## src/rtl/fwd_pkg.sv

```systemverilog
// fwd_pkg: shared types and constants for the forwarding/hazard unit
package fwd_pkg;
    localparam int FWD_REG_AW  = 5;
    localparam int FWD_LAT_W   = 2;
    localparam int SEL_REGFILE = 0;
    localparam int LAT_ALU     = 1;
    localparam int LAT_LOAD    = 2;
    typedef struct packed {
        logic                  valid;
        logic                  wr;
        logic [FWD_REG_AW-1:0] rd;
        logic [FWD_LAT_W-1:0]  cnt;
    } fwd_entry_t;
endpackage

```

## src/rtl/fwd_match.sv

```systemverilog
// fwd_match: youngest-producer search for one source operand over the scoreboard entries
module fwd_match
    import fwd_pkg::*;
#(
    parameter int REG_AW = 5,
    parameter int DEPTH  = 3,
    parameter int LAT_W  = 2,
    parameter int SEL_W  = $clog2(DEPTH + 2)
) (
    input  logic [DEPTH-1:0]        valid,
    input  logic [DEPTH-1:0]        wr,
    input  logic [DEPTH*REG_AW-1:0] rd,
    input  logic [DEPTH*LAT_W-1:0]  cnt,
    input  logic [REG_AW-1:0]       src,
    input  logic                    en,
    output logic                    hit,
    output logic [SEL_W-1:0]        sel,
    output logic                    not_ready
);
    // oldest first so a younger match overwrites an older one
    always_comb begin
        hit = 1'b0;
        sel = SEL_W'(SEL_REGFILE);
        not_ready = 1'b0;
        for (int k = DEPTH - 1; k >= 0; k--) begin
            if (en && valid[k] && wr[k] && rd[k*REG_AW +: REG_AW] != '0
                && rd[k*REG_AW +: REG_AW] == src) begin
                hit = 1'b1;
                sel = SEL_W'(k + 2);
                not_ready = cnt[k*LAT_W +: LAT_W] > LAT_W'(1);
            end
        end
    end
endmodule

```

## src/rtl/fwd_hazard_scoreboard.sv

```systemverilog
// fwd_hazard_scoreboard: in-flight writer scoreboard driving EX forward selects,
// IF/ID stalls for not-yet-forwardable producers, and a saturating stall counter
module fwd_hazard_scoreboard
    import fwd_pkg::*;
#(
    parameter int REG_AW  = 5,
    parameter int NUM_SRC = 2,
    parameter int DEPTH   = 3,
    parameter int LAT_W   = 2
) (
    input  logic                                 clk_i,
    input  logic                                 rst_i,
    input  logic                                 id_valid_i,
    input  logic [NUM_SRC*REG_AW-1:0]            id_src_i,
    input  logic [NUM_SRC-1:0]                   id_src_en_i,
    input  logic                                 id_wr_i,
    input  logic [REG_AW-1:0]                    id_rd_i,
    input  logic [LAT_W-1:0]                     id_lat_i,
    input  logic                                 flush_i,
    output logic                                 stall_o,
    output logic [NUM_SRC*$clog2(DEPTH+2)-1:0]   fwd_sel_o,
    output logic [15:0]                          stall_cnt_o
);
    localparam int SEL_W = $clog2(DEPTH + 2);

    typedef struct packed {
        logic              valid;
        logic              wr;
        logic [REG_AW-1:0] rd;
        logic [LAT_W-1:0]  cnt;
    } entry_t;

    // e[0] is EX, e[DEPTH-1] the oldest tracked stage
    entry_t e [DEPTH];

    logic [DEPTH-1:0]         e_valid;
    logic [DEPTH-1:0]         e_wr;
    logic [DEPTH*REG_AW-1:0]  e_rd;
    logic [DEPTH*LAT_W-1:0]   e_cnt;
    logic [NUM_SRC-1:0]       hit;
    logic [NUM_SRC-1:0]       not_ready;
    logic [NUM_SRC*SEL_W-1:0] sel;
    logic [NUM_SRC-1:0]       hazard;
    logic                     adv;
    logic [LAT_W-1:0]         lat_eff;

    for (genvar k = 0; k < DEPTH; k++) begin : g_flat
        assign e_valid[k]               = e[k].valid;
        assign e_wr[k]                  = e[k].wr;
        assign e_rd[k*REG_AW +: REG_AW] = e[k].rd;
        assign e_cnt[k*LAT_W +: LAT_W]  = e[k].cnt;
    end

    for (genvar j = 0; j < NUM_SRC; j++) begin : g_src
        fwd_match #(
            .REG_AW(REG_AW),
            .DEPTH (DEPTH),
            .LAT_W (LAT_W),
            .SEL_W (SEL_W)
        ) u_match (
            .valid    (e_valid),
            .wr       (e_wr),
            .rd       (e_rd),
            .cnt      (e_cnt),
            .src      (id_src_i[j*REG_AW +: REG_AW]),
            .en       (id_src_en_i[j]),
            .hit      (hit[j]),
            .sel      (sel[j*SEL_W +: SEL_W]),
            .not_ready(not_ready[j])
        );
        assign hazard[j] = id_valid_i && hit[j] && not_ready[j];
    end

    // rst_i gating keeps stall low while the entries are being cleared
    assign stall_o = rst_i && |hazard && !flush_i;
    assign adv     = !stall_o && !flush_i;
    assign lat_eff = id_lat_i == '0 ? LAT_W'(LAT_ALU) : id_lat_i;

    always_ff @(posedge clk_i) begin
        if (!rst_i) begin
            for (int k = 0; k < DEPTH; k++) e[k] <= '0;
            fwd_sel_o   <= '0;
            stall_cnt_o <= '0;
        end else begin
            e[0].valid <= adv && id_valid_i;
            e[0].wr    <= id_wr_i;
            e[0].rd    <= id_rd_i;
            e[0].cnt   <= adv ? lat_eff : '0;
            for (int k = 1; k < DEPTH; k++) begin
                e[k].valid <= e[k-1].valid;
                e[k].wr    <= e[k-1].wr;
                e[k].rd    <= e[k-1].rd;
                e[k].cnt   <= e[k-1].cnt - LAT_W'(e[k-1].cnt != '0);
            end
            fwd_sel_o   <= adv ? sel : '0;
            stall_cnt_o <= stall_cnt_o + {15'd0, stall_o && stall_cnt_o != 16'hFFFF};
        end
    end
endmodule

```

## config.mk

```make
export PLATFORM = sky130hd
export DESIGN_NAME = fwd_hazard_scoreboard
export DESIGN_NICKNAME = d
export VERILOG_FILES = /design/src/rtl/fwd_pkg.sv /design/src/rtl/fwd_match.sv /design/src/rtl/fwd_hazard_scoreboard.sv
export SDC_FILE = /design/constraint.sdc
export NUM_CORES = 1
export LEC_CHECK = 0
export CORE_AREA = 2 2 82 84
export CTS_CLUSTER_DIAMETER = 150
export DETAILED_ROUTE_END_ITERATION = 10
export DIE_AREA = 0 0 84 86
export HOLD_SLACK_MARGIN = 0.1
export PLACE_DENSITY = 0.61
export SYNTH_ARGS = -nofsm -noshare
export SYNTH_HDL_FRONTEND = slang
export SYNTH_SLANG_ARGS = --single-unit
export TNS_END_PERCENT = 100
```

## constraint.sdc

```tcl
create_clock -name clk_i -period 3.7 [get_ports clk_i]
set_input_delay 0.74 -clock clk_i [delete_from_list [all_inputs] [get_ports clk_i]]
set_output_delay 0.74 -clock clk_i [all_outputs]
set_load 0.05 [all_outputs]
```

After elaboration in Yosys (flattened, before gate mapping)
Memory sizes are Yosys's and may differ from the RTL's.
Cells that the tools add are included.
{"block": "word_totals", "reg_bits": 22, "ram_bits": 27, "out_inout_bits": 23, "n_memories": 1}
{"name": "e", "depth": 3, "width": 9, "rd": 3, "rd_clocked_by_memory_dff": 0, "wr": 3, "line_no": "fwd_hazard_scoreboard.sv:34", "rtl": "entry_t e [DEPTH];"}
{"block": "classes", "add_sub_neg": 3, "n_lt_le_gt_ge": 3, "n_eq_ne": 7, "muxes": 34, "bitwise_logic": 14, "reduce_logical": 47}
{"op": "$logic_and A1 B1 Y1", "n": 33}
{"op": "$eq A5 B5 Y1", "n": 6}
{"op": "$mux W1", "n": 20}
{"op": "$mux W2", "n": 9}
{"op": "$add A16 B1 Y16", "n": 1}
{"op": "$ne A16 B16 Y1 const B", "n": 1}
{"op": "$mux W5", "n": 3}
{"op": "$reduce_bool A5 Y1", "n": 3}
{"op": "$or A1 B1 Y1", "n": 12}
{"op": "$reduce_or A4 Y1", "n": 2}
{"op": "$gt A2 B1 Y1 const B", "n": 3}
{"op": "$mux W3", "n": 2}
{"op": "$reduce_or A3 Y1", "n": 2}
{"op": "$reduce_bool A2 Y1", "n": 2}
{"op": "$sub A2 B1 Y2", "n": 2}
{"op": "$logic_not A1 Y1", "n": 2}
{"op": "$logic_not A2 Y1", "n": 1}
{"op": "$not A1 Y1", "n": 2}
{"op": "$reduce_and A2 Y1", "n": 1}
{"op": "$reduce_or A2 Y1", "n": 1}

Logic depth before layout (Yosys ltp)
Gate-level depths: netlist (run 1).
An unclocked memory read counts as a cell.
{"block": "depth", "word_depth": 17, "ltp_mapped": 13, "mapped_depth_nobuf": 13}

Cells and area by module
A second synthesis (run 1) with hierarchy kept.
{"block": "unflattened", "hier_cells": 243, "hier_area_um2": 2265.9}
{"module": "fwd_hazard_scoreboard", "instances": 1, "cells_each": 161, "area_per_inst_um2": 1675.4, "seq_area_each_um2": 980.9}
{"module": "fwd_match", "instances": 2, "cells_each": 41, "area_per_inst_um2": 295.3, "seq_area_each_um2": 0.0}

Worst setup path after synthesis (run 1)
OpenSTA, ideal clock, no wires.
{"block": "synth_path", "kind": "input to register", "from": "input port id_src_i[6]", "to": "register stall_cnt_o[13]", "setup_time_ns": 0.115, "arrival_time_ns": 3.059, "required_time_ns": 3.585, "slack_ns": 0.526, "stages": 13, "path_cell_list": "xnor2_1 > nand2_1 > or4_1 > nor3_1 > o21a_1 > or2_4 > o2111a_1 > ha_1 > nand2_1 > nor3_1 > nand4_1 > xnor2_1 > and2_1"}
{"block": "synth_via", "elab_chain_len": 12, "word_cells_on_any_way": 19, "classes_between": "add/sub: 1; eq/ne: 3; mux: 6; reduce/logical: 9"}
{"element": "from (decl)", "line_no": "fwd_hazard_scoreboard.sv:14", "rtl": "input logic [NUM_SRC*REG_AW-1:0] id_src_i,"}
{"element": "$eq A5 B5 Y1", "line_no": "fwd_match.sv:27", "rtl": "&& rd[k*REG_AW +: REG_AW] == src) begin"}
{"element": "$logic_and A1 B1 Y1", "line_no": "fwd_match.sv:27"}
{"element": "$mux W1 (3 in series)", "line_no": "fwd_match.sv:26", "rtl": "if (en && valid[k] && wr[k] && rd[k*REG_AW +: REG_AW] != '0"}
{"element": "$logic_and A1 B1 Y1", "line_no": "fwd_hazard_scoreboard.sv:71", "rtl": "assign hazard[j] = id_valid_i && hit[j] && not_ready[j];"}
{"element": "$logic_and A1 B1 Y1 (*)", "line_no": "fwd_hazard_scoreboard.sv:71"}
{"element": "$reduce_or A2 Y1 (*)", "line_no": "fwd_hazard_scoreboard.sv:75", "rtl": "assign stall_o = rst_i && |hazard && !flush_i;"}
{"element": "$logic_and A1 B1 Y1 (*) (2 in series)", "line_no": "fwd_hazard_scoreboard.sv:75"}
{"element": "$logic_and A1 B1 Y1 (*)", "line_no": "fwd_hazard_scoreboard.sv:96", "rtl": "stall_cnt_o <= stall_cnt_o + {15'd0, stall_o && stall_cnt_o != 16'hFFFF};"}
{"element": "$add A16 B1 Y16 (*)", "line_no": "fwd_hazard_scoreboard.sv:96"}
{"element": "to (signal assigned)", "line_no": "fwd_hazard_scoreboard.sv:96"}
{"element": "to (decl)", "line_no": "fwd_hazard_scoreboard.sv:22", "rtl": "output logic [15:0] stall_cnt_o"}
Mark *: on every way between the ends. The rest lies on a longest branch, timed or not.
A chain may end at the register's enable or synchronous reset.

Worst setup path in the final report (run 1)
{"block": "layout_path", "from": "input port id_src_i[5]", "to": "output port stall_o"}
{"block": "layout_via", "elab_chain_len": 10, "word_cells_on_any_way": 17, "classes_between": "eq/ne: 3; mux: 6; reduce/logical: 8"}
{"element": "$eq A5 B5 Y1", "line_no": "fwd_match.sv:27"}
{"element": "$logic_and A1 B1 Y1", "line_no": "fwd_match.sv:27"}
{"element": "$mux W1 (3 in series)", "line_no": "fwd_match.sv:26"}
{"element": "$logic_and A1 B1 Y1", "line_no": "fwd_hazard_scoreboard.sv:71"}
{"element": "$logic_and A1 B1 Y1 (*)", "line_no": "fwd_hazard_scoreboard.sv:71"}
{"element": "$reduce_or A2 Y1 (*)", "line_no": "fwd_hazard_scoreboard.sv:75"}
{"element": "$logic_and A1 B1 Y1 (*) (2 in series)", "line_no": "fwd_hazard_scoreboard.sv:75"}
{"element": "to (decl)", "line_no": "fwd_hazard_scoreboard.sv:20", "rtl": "output logic stall_o,"}
Marked as above.

==> impl_metrics.yaml, run 1 <==
worst_hold_path:
  hp-class: "reg2reg"
final_layout:
  nNetsFinal: 318
  fin_area_um2: 2960
  register_area_um2: 961
  area_growth_pct: 37.4
  antenna_cells: 0
  final_util_pct: 47.1
  multiInputGateArea_um2: 1180
  nFillCells: 619
  drive_gt1_share_pct: 13.3
setup_path:
  critPathLaunchType: "input port"
  crit_type: "in2out"
  end_kind: "output port"
  critPathArrivalTime_ns: 2.84
  cp.required_ns: 2.96
  worstPathMaxFanout: 3
global_route:
  grt_pass1_wl_um: 8450
  grt_use_total_pct: 14.8
  use_met3_pct: 4.04
  gr-usage-met1_pct: 18.2
  grt_use_met2_pct: 24.5
  grt_overflow: 0
  antenna_found_initial: 0
  grt.busiest_layer: "met2"
  grt_max_degree: 41
  grt_pass1_vias: 1812
clocking:
  clk_latency_ns: 0.30
  clk_pin_slew_ns: 0.09
  cts_max_level: 2
  cts_buffer_depth: 2
  cts_tree: "done"
  cts-buffers-inserted: 5
  cts_root_buf: "clkbuf_8"
  post_cts_buffers: 0
  cts_sinks: 48
sta:
  hold_ws_ns: 0.413
  setup-tns-final_ns: 0
  drv_slew: 0
  setup_viol: 0
  fin_crit_sh_pct: 96.9
  hold_violations: 0
  rsz0062_at_grt: "no"
  fmax_mhz: 279
  worst_slew_pin_slew_ns: 0.508
  layout_min_cycle_time_ns: 3.58
  skew_ns: 0.00777
  slew-limit-headroom_pct: 66.1
status:
  status: "completed"
route:
  drtIter0Drc: 64
  wl_um: 4980
  via_count: 1779
  wl_per_cell_um: 13.5
  drtAntennaViolNets: 0
  drt-pass1-iter-count: 4
  viasPerCell: 4.81
  drc_errors: 0
placed_design:
  place_area_um2: 2840
  dp_hpwl_um: 3700
  gp_congestion: 0.784
  io_buffers: 46
die:
  ios: 47
  die-area_um2: 7220
  die_x_um: 84
  start_util_pct: 34.3
  fp-row-count: 29
  core_area_um2: 6280
  dieHeight_um: 86
power:
  p_leak_nw: 1.16
  peakVddDrop_v: 0.000135
  p_total_w: 0.000950
  powerDensity_nw_per_um2: 321
synth:
  synth_xor_area_share_pct: 16.7
  synth_compound_area_share_pct: 5.70
  ys_warn_count: 0
  synth-adder-area-share_pct: 1.16
  syn_nets: 251
  synth_top_family_by_area: "simple AND/OR/NAND/NOR gates"
  ys_ff_latch: 48
  synth_mux_area_share_pct: 0
  yosysSeqAreaShare_pct: 44.7
  syn_area_per_cell_um2: 9.56
  synth_area_um2: 2150
  synthSimpleGateAreaFrac_pct: 30.6
  synth_cells: 225
  yosys.cell_types.count: 32
run:
  drv_cap: 0
==> state kept, by name, summed over array words and instances (netlist names) <==
| register | flops |
|---|---|
| fwd_sel_o | 6 |
| e | 26 |
| stall_cnt_o | 16 |
==> cell usage after synthesis, drive strengths merged <==
cell    instances  area share, %
a21boi          3            1.0
a22oi           1           0.35
and2           33            9.7
and3            5            1.5
and4            4            1.9
clkbuf          4           0.70
dfxtp          48             45
ha              2            1.2
inv             3           0.52
nand2          17            3.0
nand2b          1           0.29
nand3           9            2.1
nand4          10            2.9
nor2           10            1.7
nor2b           2           0.58
nor3           10            3.3
nor4            3           0.87
o2111a          1           0.52
o211ai          1           0.58
o21a            2            1.0
o21ai           5            1.2
o311a           1           0.99
or2             1           0.41
or3             5            1.5
or4             3            1.0
xnor2          31             13
xor2           10            4.1
==> metal layers <==
layer | share of wire [%] | up-vias | routed length [um]
met1 | 47 | 824 | 2340
met4 | 1.9 | 0 | 93
li1 | - | 900 | -
met5 | 0 | - | 0
met3 | 5.9 | 8 | 293
met2 | 45 | 47 | 2260
==> final cells by class <==
class / instances / share of cell area (%)
repair buffers: 64 / 20.8
multi-input cells: 170 / 40.0
well taps: 77 / 3.26
flip-flops and latches: 48 / 32.5
inverters: 3 / 0.381
clock buffers: 8 / 3.05
==> report_power, final <==
group	switching [W]	leakage, nW	internal, W
Sequential	0.0000112	0.390	0.000526
Clock	0.000164	0.0455	0.000153
Combinational	0.0000417	0.729	0.0000538
Total	0.000217	1.16	0.000733
==> cells by family after synthesis <==
group                      count (synthesis)
AOI/OAI and AO/OA                         14
xor gates and xnor gates                  41
adders and majority gates                  2
buffers and inverters                      7
DFF                                       48
and+or+nand+nor                          113
==> critical path, cell delays in order <==
cell and delay [ns]:
clkdlybuf4s50_1 0.44, buf_4 0.16, xor2_1 0.14, nor4_2 0.21, and4_4 0.28, nor3_1 0.05
o21a_1 0.21, or2_4 0.24, and3_1 0.20, buf_12 0.15
==> path summary, 6_finish.rpt <==
check	slack, ns	cells after the start	to	from
setup reg to reg	0.66	13	stall_cnt_o[12]	e[1][2]
setup / recovery	0.12	10	stall_o	id_src_i[5]
hold reg to reg	0.41	1	e[1][0]	e[0][0]
hold / removal	0.41	1	e[1][0]	e[0][0]
==> layout by cell type (no fill, tap or decap), drive strengths merged, types with 5 or more instances in the layout <==
master | synthesis | layout
dfxtp | 48 | 48
and3 | 5 | 5
clkbuf | 4 | 8
nor2 | 10 | 10
nand2 | 17 | 17
o21ai | 5 | 5
clkdlybuf4s50 | 0 | 38
and2 | 33 | 33
or3 | 5 | 5
xnor2 | 31 | 31
xor2 | 10 | 10
nand3 | 9 | 9
buf | 0 | 19
dlymetal6s2s | 0 | 5
nand4 | 10 | 10
nor3 | 10 | 10
==> stage by stage <==
step / setup slack, ns / std cells
after global placement: -0.0171 / 362
after CTS: 0.0116 / 370
final: 0.115 / 370
after floorplan: 0.526 / 225
after detailed placement: -0.100 / 362
after global routing: 0.0204 / 370
==> timing repair <==
action,in CTS,in global routing
gates resized for setup,3,7
setup endpoints to repair,1,4
hold buffers,0,0
(Power assumes the default switching activity.)
==> run 2, diff against run 1 <==
--- a/config.mk
+++ b/config.mk
@@ -6,7 +6,7 @@
 export NUM_CORES = 1
 export LEC_CHECK = 0
 export CORE_AREA = 2 2 82 84
-export CTS_CLUSTER_DIAMETER = 150
+export CTS_CLUSTER_DIAMETER = 50
 export DETAILED_ROUTE_END_ITERATION = 10
 export DIE_AREA = 0 0 84 86
 export HOLD_SLACK_MARGIN = 0.1
==> results of run 2 <==
Final layout, timing and power as in run 1 (identical DEF).
==> run 3, diff against run 2 <==
--- a/config.mk
+++ b/config.mk
@@ -11,6 +11,7 @@
 export DIE_AREA = 0 0 84 86
 export HOLD_SLACK_MARGIN = 0.1
 export PLACE_DENSITY = 0.61
+export SKIP_CTS_REPAIR_TIMING = 1
 export SYNTH_ARGS = -nofsm -noshare
 export SYNTH_HDL_FRONTEND = slang
 export SYNTH_SLANG_ARGS = --single-unit
==> impl_metrics.yaml, run 3 (same netlist as run 1, synthesis figures left out) <==
status:
  status: "completed"
setup_path:
  crit_chain: "clkdlybuf4s50_1, buf_4, xor2_1, nor4_2, and4_4, nor3_1, o21a_1, or2_4, and3_1, buf_12"
  critPathArrivalTime_ns: 2.84
  crit_path_max_incr_delay_ns: 0.44
  r2r_setup_slack_ns: 0.66
  slowest_stage: "clkdlybuf4s50_1"
  rr_worst_depth: 13
  cp.required_ns: 2.96
  crit_buf_inv: 3
  worstPathMaxFanout: 3
  path_delay_family: "simple AND/OR/NAND/NOR gates"
  end_kind: "output port"
  critical_path_cell_count: 10
  crit_type: "in2out"
  critPathLaunchType: "input port"
route:
  drtAntennaViolNets: 0
  drtIter0Drc: 63
  viasPerCell: 4.81
  wl_um: 4990
  drc_errors: 0
  wl_per_cell_um: 13.5
  via_count: 1779
  drt-pass1-iter-count: 4
clocking:
  cts_root_buf: "clkbuf_8"
  cts_tree: "done"
  cts_sinks: 48
  clk_latency_ns: 0.30
  cts-buffers-inserted: 5
  clk_pin_slew_ns: 0.09
  cts_max_level: 2
  cts_buffer_depth: 2
final_layout:
  stdcell_count: 370
  top_regs: "e (26), stall_cnt_o (16), fwd_sel_o (6)"
  final_common_cell: "dfxtp_1"
  nNetsFinal: 318
  regMostFlops: "e"
  antenna_cells: 0
  layout_common_cells: "dfxtp_1, clkdlybuf4s50_1, and2_1, xnor2_1, buf_4"
  area_growth_pct: 37.8
  nFillCells: 615
  largest_reg_flops: 26
  drive_gt1_share_pct: 13.3
power:
  p_total_w: 0.000950
  switching_share_pct: 22.9
  peakVddDrop_v: 0.000135
  seqPwrFrac_pct: 56.6
  powerDensity_nw_per_um2: 321
  p_leak_nw: 1.18
  power_switching_w: 0.000217
  p_int_w: 0.000733
  clockPowerShare_pct: 33.3
  p_comb_share_pct: 10.1
die:
  start_util_pct: 34.3
  fp-row-count: 29
  ios: 47
  core_area_um2: 6280
  die_x_um: 84
  die-area_um2: 7220
  dieHeight_um: 86
global_route:
  grt_use_met2_pct: 24.6
  use_met3_pct: 4.04
  grt_pass1_wl_um: 8420
  grt.busiest_layer: "met2"
  grt_pass1_vias: 1813
  grt_use_total_pct: 14.7
  grt_max_degree: 41
  gr-usage-met1_pct: 18.1
  antenna_found_initial: 0
  grt_overflow: 0
sta:
  skew_ns: 0.00777
  layout_min_cycle_time_ns: 3.58
  fmax_mhz: 279
  slew-limit-headroom_pct: 66.1
  worst_slew_pin_slew_ns: 0.508
  drv_slew: 0
  hold_violations: 0
  fin_crit_sh_pct: 96.9
  setup_viol: 0
  rsz0062_at_grt: "no"
placed_design:
  dp_hpwl_um: 3700
  gp_congestion: 0.784
  dp_cells: 362
  io_buffers: 46
run:
  drv_cap: 0
worst_hold_path:
  min_path_cells: 1
  hp-class: "reg2reg"
## run 3: final timing paths
kind,from,end
max,id_src_i[5],stall_o
min,e[0][0],e[1][0]
max reg2reg,e[1][2],stall_cnt_o[12]
min reg2reg,e[0][0],e[1][0]
## run 3: worst reg2reg max path: stages, from the launching register on
cell,delay (ns)
dfxtp_1,0.36
or4_1,0.52
nor2_1,0.18
nor3_1,0.09
buf_4,0.15
nor3_1,0.17
o21a_1,0.16
or2_4,0.13
o2111a_1,0.18
ha_1,0.19
ha_1,0.21
nand2_1,0.13
or3_1,0.32
a21boi_0,0.17
## run 3: power by group through the flow
stage          clock network (W)  logic (W)  registers (W)
6_report                0.000317  0.0000960       0.000538
5_1_grt                 0.000346   0.000105       0.000539
4_1_cts                 0.000330  0.0000950       0.000538
3_5_place_dp                   0  0.0000942       0.000550
3_3_place_gp                   0  0.0000923       0.000550
2_1_floorplan                  0  0.0000451       0.000546
## run 3: final cells by class
cell class              count  area (um^2)  area share (%)
well taps                  77         96.3            3.25
inverters                   3         11.3           0.380
repair buffers             64          623            21.0
flip-flops and latches     48          961            32.4
multi-input cells         170         1180            39.9
clock buffers               8         90.1            3.04
## run 3: routing by layer
layer / wire length, um / vias up
met4: 93 / 0
met1: 2350 / 823
li1: - / 901
met3: 293 / 8
met2: 2260 / 47
met5: 0 / -
## run 3: metrics by stage
stage / setup TNS [ns] / hold WS, ns / setup slack [ns] / util [%] / area (um^2)
finish: 0 / 0.413 / 0.116 / 47.2 / 2970
floorplan: 0 / 0.382 / 0.526 / - / 2150
CTS: -0.0399 / 0.414 / -0.0399 / 46.7 / 2930
detailed placement: -0.596 / 0.396 / -0.100 / 45.2 / 2840
global route: 0 / 0.417 / 0.0204 / 47.2 / 2970
global placement: -0.0221 / 0.389 / -0.0171 / 45.2 / 2840
